File: src/rtl/pc_sequencer.sv
// pc_sequencer: program-counter sequencer for a small pipelined core.
//   Picks the next fetch address each cycle (halt > jump > branch > stall > PC+4),
//   tracks a one-cycle REDIRECT state after a taken jump/branch and a HALT state
//   released by resume, and keeps sticky/saturating status.
// Ports:
//   clk, rst_n             clock, asynchronous active-low reset
//   stall                  hold the PC (lowest-priority control)
//   branch_taken/_target   taken branch from ID and its destination
//   jump/jump_target       unconditional jump from ID and its destination
//   halt, resume           enter HALT (break/syscall); one-cycle release from HALT
//   PC                     fetch address
//   IF_Flush               fetch must latch a NOP this cycle (combinational)
//   align_err              sticky: an accepted redirect had a misaligned raw target
//   fetch_count            saturating count of PC updates / accepted redirects
//   flush_count            saturating count of IF_Flush cycles
module pc_sequencer #(
  parameter int unsigned     PC_W     = 6,
  parameter logic [PC_W-1:0] RESET_PC = '0
) (
  input  logic            clk,
  input  logic            rst_n,
  input  logic            stall,
  input  logic            branch_taken,
  input  logic [PC_W-1:0] branch_target,
  input  logic            jump,
  input  logic [PC_W-1:0] jump_target,
  input  logic            halt,
  input  logic            resume,
  output logic [PC_W-1:0] PC,
  output logic            IF_Flush,
  output logic            align_err,
  output logic [15:0]     fetch_count,
  output logic [7:0]      flush_count
);

  typedef enum logic [1:0] {
    S_RUN,
    S_REDIRECT,
    S_HALT
  } state_t;

  state_t          state_q, state_d;
  logic [PC_W-1:0] pc_q, pc_d;
  logic [PC_W-1:0] raw_target;
  logic            redirect;
  logic            flush_int;
  logic            fetch_inc;

  always_ff @(posedge clk or negedge rst_n) begin
    if (!rst_n) begin
      state_q <= S_RUN;
      pc_q    <= RESET_PC;
    end else begin
      state_q <= state_d;
      pc_q    <= pc_d;
    end
  end

  always_comb begin
    state_d    = state_q;
    pc_d       = pc_q;
    raw_target = '0;
    redirect   = 1'b0;
    flush_int  = 1'b0;
    case (state_q)
      S_HALT: begin
        flush_int = 1'b1;
        if (resume) begin
          pc_d    = pc_q + PC_W'(4);
          state_d = S_RUN;
        end
      end
      default: begin
        // RUN and REDIRECT share the same next-PC rules; REDIRECT only
        // differs in that it falls back to RUN when nothing new happens.
        flush_int = jump | branch_taken | halt;
        if (halt) begin
          state_d = S_HALT;
        end else if (jump) begin
          redirect   = 1'b1;
          raw_target = jump_target;
        end else if (branch_taken) begin
          redirect   = 1'b1;
          raw_target = branch_target;
        end else begin
          state_d = S_RUN;
          if (!stall) pc_d = pc_q + PC_W'(4);
        end
        if (redirect) begin
          pc_d    = {raw_target[PC_W-1:2], 2'b00};
          state_d = S_REDIRECT;
        end
      end
    endcase
  end

  // A redirect to the current PC still counts as a fetch update.
  assign fetch_inc = (pc_d != pc_q) | redirect;

  always_ff @(posedge clk or negedge rst_n) begin
    if (!rst_n) begin
      align_err   <= 1'b0;
      fetch_count <= '0;
      flush_count <= '0;
    end else begin
      if (redirect && (raw_target[1:0] != 2'b00)) align_err <= 1'b1;
      if (fetch_inc && (fetch_count != '1)) fetch_count <= fetch_count + 16'd1;
      if (flush_int && (flush_count != '1)) flush_count <= flush_count + 8'd1;
    end
  end

  assign PC       = pc_q;
  assign IF_Flush = rst_n & flush_int;

endmodule

File: config.mk
export PLATFORM = sky130hd
export DESIGN_NAME = pc_sequencer
export DESIGN_NICKNAME = d
export VERILOG_FILES = /design/src/rtl/pc_sequencer.sv
export SDC_FILE = /design/constraint.sdc
export NUM_CORES = 1
export LEC_CHECK = 0
export CORE_UTILIZATION = 49
export CTS_CLUSTER_DIAMETER = 50
export CTS_CLUSTER_SIZE = 10
export DETAILED_ROUTE_END_ITERATION = 7
export GPL_TIMING_DRIVEN = 0
export HOLD_SLACK_MARGIN = 0.08
export PLACE_DENSITY = 0.82
export RECOVER_POWER = 50
export SLEW_MARGIN = 20
export SYNTH_ARGS = -nofsm -noshare
export SYNTH_HDL_FRONTEND = slang
export SYNTH_SLANG_ARGS = --single-unit
File: constraint.sdc
create_clock -name clk -period 3.7 [get_ports clk]
set_input_delay 0.925 -clock clk [delete_from_list [all_inputs] [get_ports clk]]
set_output_delay 0.925 -clock clk [all_outputs]
set_load 0.01 [all_outputs]
* Yosys cells after proc, flatten, opt, wreduce, memory -nomap -nowiden *
Cells that the tools add are included.

word-level totals
  bits in registers = 33
  input bits = 19
  logic and storage cells = 47

cells by class
  add/subtract/negate cells = 3
  eq/ne operators = 7
  muxes and demuxes = 23
  bitwise gates (word level) = 4
  reductions and logical operators = 5

operators by type and width
  cell                                           count
  two-way mux 6 bit                              10
  adder 16 x 1 -> 16 bit, second input constant  1
  != test 16 bit, second input constant          1
  two-way mux 2 bit                              7
  adder 8 x 1 -> 8 bit, second input constant    1
  != test 4 x 1 -> 1 bit, second input constant  2
  != test 8 bit, second input constant           1
  adder 6 x 3 -> 6 bit, second input constant    1
  two-way mux 1 bit                              6
  != test 6 bit                                  1
  logical AND 1 bit                              3
  OR 1 bit                                       3
  AND reduction 3 bit                            1
  equality test 2 bit, second input constant     1
  != test 2 bit, second input constant           1
  nonzero test 2 bit                             1
  bitwise AND 1 bit                              1

* Longest topological paths before layout *
  word-level depth = 10
  depth in mapped cells = 6
  mapped depth without buffers = 5

* Least setup slack after synthesis *
No wires, ideal clock.

  path type = input to output
  start point = input branch_taken
  end point = output IF_Flush
  arrival = 1.653 ns
  slack = 1.122 ns
  cell stages on the path = 3
  buffers on the path = 1
  path through = buf_2 -> nor4_4 -> nor2b_1

between the ends
  cells in the longest elaborated chain, start to end = 4

ends and longest elaborated chain
  what                    line  text
  from (decl)             23    input logic branch_taken,
  OR 1 bit (2 in series)  76    flush_int = jump | branch_taken | halt;
  two-way mux 1 bit       65    case (state_q)
  bitwise AND 1 bit       113   assign IF_Flush = rst_n & flush_int;
  to (decl)               30    output logic IF_Flush,

No other way between the ends.

* Worst setup path in the final report *
  start point = input halt
  end point = output IF_Flush

between the ends
  cells in the longest elaborated chain, start to end = 3

ends and longest elaborated chain
  what               line  text
  from (decl)        27    input logic halt,
  OR 1 bit           76
  two-way mux 1 bit  65
  bitwise AND 1 bit  113

No other way between the ends.

==> impl_metrics.env <==
export IMPL_status="complete, no violations"
export IMPL_die_w_um=62.7
export IMPL_synth_top_cell_area_share_pct=45.8
export IMPL_synthToLayoutAreaGrowth_pct=35.7
export IMPL_crit_chain="dlygate4sd3_1, nor4_4, buf_4, nor2b_1, clkdlybuf4s50_1"
export IMPL_slowest_delay_ps=670
export IMPL_synthDistinctLibCells=43
export IMPL_min_path_cells=1
export IMPL_grt_remaining_overflow=0
export IMPL_cts_root_buf="clkbuf_8"
export IMPL_p_int_mw=0.925
export IMPL_portBuffers=49
export IMPL_drtIter0Drc=50
export IMPL_crit_fanout=8
export IMPL_synthTopCellsByArea="dfrtp_1 (46%), xnor2_1 (5.8%), xor2_1 (3.4%), nor3_1 (3.1%), nand3_1 (2.5%)"
export IMPL_nets=254
export IMPL_critPathLaunchType="primary input"
export IMPL_cts_resized=0
export IMPL_dp_cells=268
export IMPL_synth_edf_count=0
export IMPL_cts_buffers=5
export IMPL_synth_net_count=195
export IMPL_setup_tns_ps=0
export IMPL_yosysTopAreaCell="dfrtp_1"
export IMPL_path_clk_slew_ps=60
export IMPL_drive_above_1_share_pct=9.44
export IMPL_tightest_slew_ps=720
export IMPL_slew_viol_final=0
export IMPL_die_area_um2=3930
export IMPL_cts_tree="built"
export IMPL_gp_congestion=0.867
export IMPL_combPwrFrac_pct=40.7
export IMPL_grt_util_all_layers_pct=24.3
export IMPL_wl_um=4180
export IMPL_p_leak_nw=0.994
export IMPL_drt_vias_per_instance=5.68
export IMPL_hold_class="flop to flop"
export IMPL_rows=21
export IMPL_worst_r2r_path_depth=6
export IMPL_skew_ps=10.3
export IMPL_met2_usage_pct=40.6
export IMPL_crit_arrival_ps=2600
export IMPL_grt_pass1_vias=1609
export IMPL_switching_share_pct=36.1
export IMPL_synthesis_area_um2=1800
export IMPL_period_needed_ps=3520
export IMPL_period_share_pct=95.2
export IMPL_final_cells=279
export IMPL_coreArea_um2=3440
export IMPL_seqPwrFrac_pct=41.8
export IMPL_multi_input_area_um2=933
export IMPL_ios=51
export IMPL_cpMaxStageDelayCell="dlygate4sd3_1"
export IMPL_max_freq_mhz=284
export IMPL_dpl_hpwl_um=3070
export IMPL_use_met3_pct=5.66
export IMPL_insertion_delay_ps=280
export IMPL_fillCellCount=256
export IMPL_power_frac_clock_pct=17.4
export IMPL_setup_viol=0
export IMPL_grt_max_degree=35
export IMPL_die_h_um=62.7
export IMPL_htree_levels=2
export IMPL_ys_warnings_count=0
export IMPL_critical_path_cell_count=5
export IMPL_ant_nets=0
export IMPL_crit_family="buffers and inverters"
export IMPL_slew_headroom_pct=52.0
export IMPL_required_ps=2770
export IMPL_drtPass1Iterations=4
export IMPL_yosysMostFrequentCell="dfrtp_1"
export IMPL_endpoint_kind="primary output"
export IMPL_area_sequential_um2=826
export IMPL_power_density_nw_per_um2=591
export IMPL_top_usage_layer="met2"
export IMPL_switchingPower_mw=0.522
export IMPL_syn_instance_count=173
export IMPL_synthFlopType="dfrtp_1"
export IMPL_diodes=0
export IMPL_grt_util_met1_pct=29.9
export IMPL_max_cap_viol_count=0
export IMPL_cts_hold_buffers=0
export IMPL_ys_ff_latch=33
export IMPL_syn_avg_cell_area_um2=10.4
export IMPL_rsz0062_at_grt="no"
export IMPL_routedWlPerCell_um=15.0
export IMPL_grt_pass1_wl_um=7470
export IMPL_hold_viol_final=0
export IMPL_ir_worst_vdd_mv=0.389
export IMPL_critical_path_class="primary input to primary output"
export IMPL_cts_setup_buffers=0
export IMPL_cts_sinks=33
export IMPL_synth_async_sr_flop_share_pct=100
export IMPL_clk_path_buf_depth=2
export IMPL_antenna_found_initial=0
export IMPL_vias=1584
export IMPL_yosysSeqAreaShare_pct=45.8
export IMPL_start_util_pct=52.4
export IMPL_synth_common_cells="dfrtp_1 (33), nor2_1 (12), xnor2_1 (12)"
export IMPL_drc=0
export IMPL_path_buf_inv=3
==> through the flow <==
step | instance area [um^2] | setup slack [ps] | power [mW] | hold slack [ps] | util, %
final | 2450 | 177 | 1.45 | 456 | 71.1
after global routing | 2450 | 137 | 1.54 | 499 | 71.1
after CTS | 2430 | 99.1 | 1.46 | 464 | 70.6
after detailed placement | 2350 | 94.8 | 1.21 | 445 | 68.2
after global placement | 2350 | -439 | 1.18 | 442 | 68.3
after floorplan | 1800 | 1120 | 0.902 | 493 | -
==> cell type report <==
class | instances | area share [%]
sequential | 33 | 33.7
buffer | 4 | 1.02
clock buffer | 6 | 2.97
multi-input combinational | 131 | 38.1
inverter | 5 | 0.767
tap | 46 | 2.35
clock inverter | 2 | 0.409
timing repair buffer | 52 | 20.6
==> layout by cell type, fill, tap and decap left out, types with 2 or more instances in the layout <==
cell             instances
clkdlybuf4s50_1         39
dfrtp_1                 33
nor2_1                  12
xnor2_1                 12
nor3_1                  11
nand2_1                  9
nand3_1                  9
dlygate4sd3_1            9
xor2_1                   7
a21oi_1                  6
inv_1                    5
nor3b_1                  5
nor2b_1                  5
nand4_1                  5
o211ai_1                 5
clkbuf_8                 5
a211oi_1                 4
o2111ai_1                4
buf_2                    3
clkbuf_1                 3
nor4b_1                  3
mux2_2                   3
ha_1                     3
nand2b_1                 2
and2_1                   2
a21o_1                   2
o21ai_0                  2
and3_1                   2
o31ai_1                  2
clkinv_2                 2
==> power by group through the flow <==
stage / clock [mW] / sequential (mW) / combinational (mW)
finish: 0.252 / 0.605 / 0.589
global route: 0.276 / 0.622 / 0.646
CTS: 0.258 / 0.604 / 0.602
detailed placement: 0 / 0.609 / 0.597
global placement: 0 / 0.601 / 0.581
floorplan: 0 / 0.636 / 0.266
==> layer usage <==
layer | up-vias | wire length [um]
li1 | 756 | -
met1 | 780 | 1830
met2 | 37 | 2120
met3 | 11 | 138
met4 | 0 | 86
met5 | - | 0
==> logic make-up after synthesis <==
kind of cell    Yosys count  share of synthesized area, %
mux                       4                          2.71
xor+xnor                 19                          9.23
flops                    33                          45.8
buf+inv                   9                          2.43
compound gates           31                          13.5
simple gates             74                          24.2
fa+ha+maj                 3                          2.08
==> registers in the layout, summed over array words and instances, names as in the netlist <==
register,cells
PC,6
align_err,1
fetch_count,16
flush_count,8
state_q,2
==> final timing paths <==
| check | start | to | slack (ps) |
|---|---|---|---|
| max | halt | IF_Flush | 180 |
| min | align_err | align_err | 460 |
| max reg2reg | fetch_count[0] | fetch_count[1] | 1810 |
| min reg2reg | align_err | align_err | 460 |
| max in group asynchronous | rst_n | state_q[1] | 2530 |
| min in group asynchronous | rst_n | fetch_count[15] | 700 |
(Power assumes the default switching activity.)
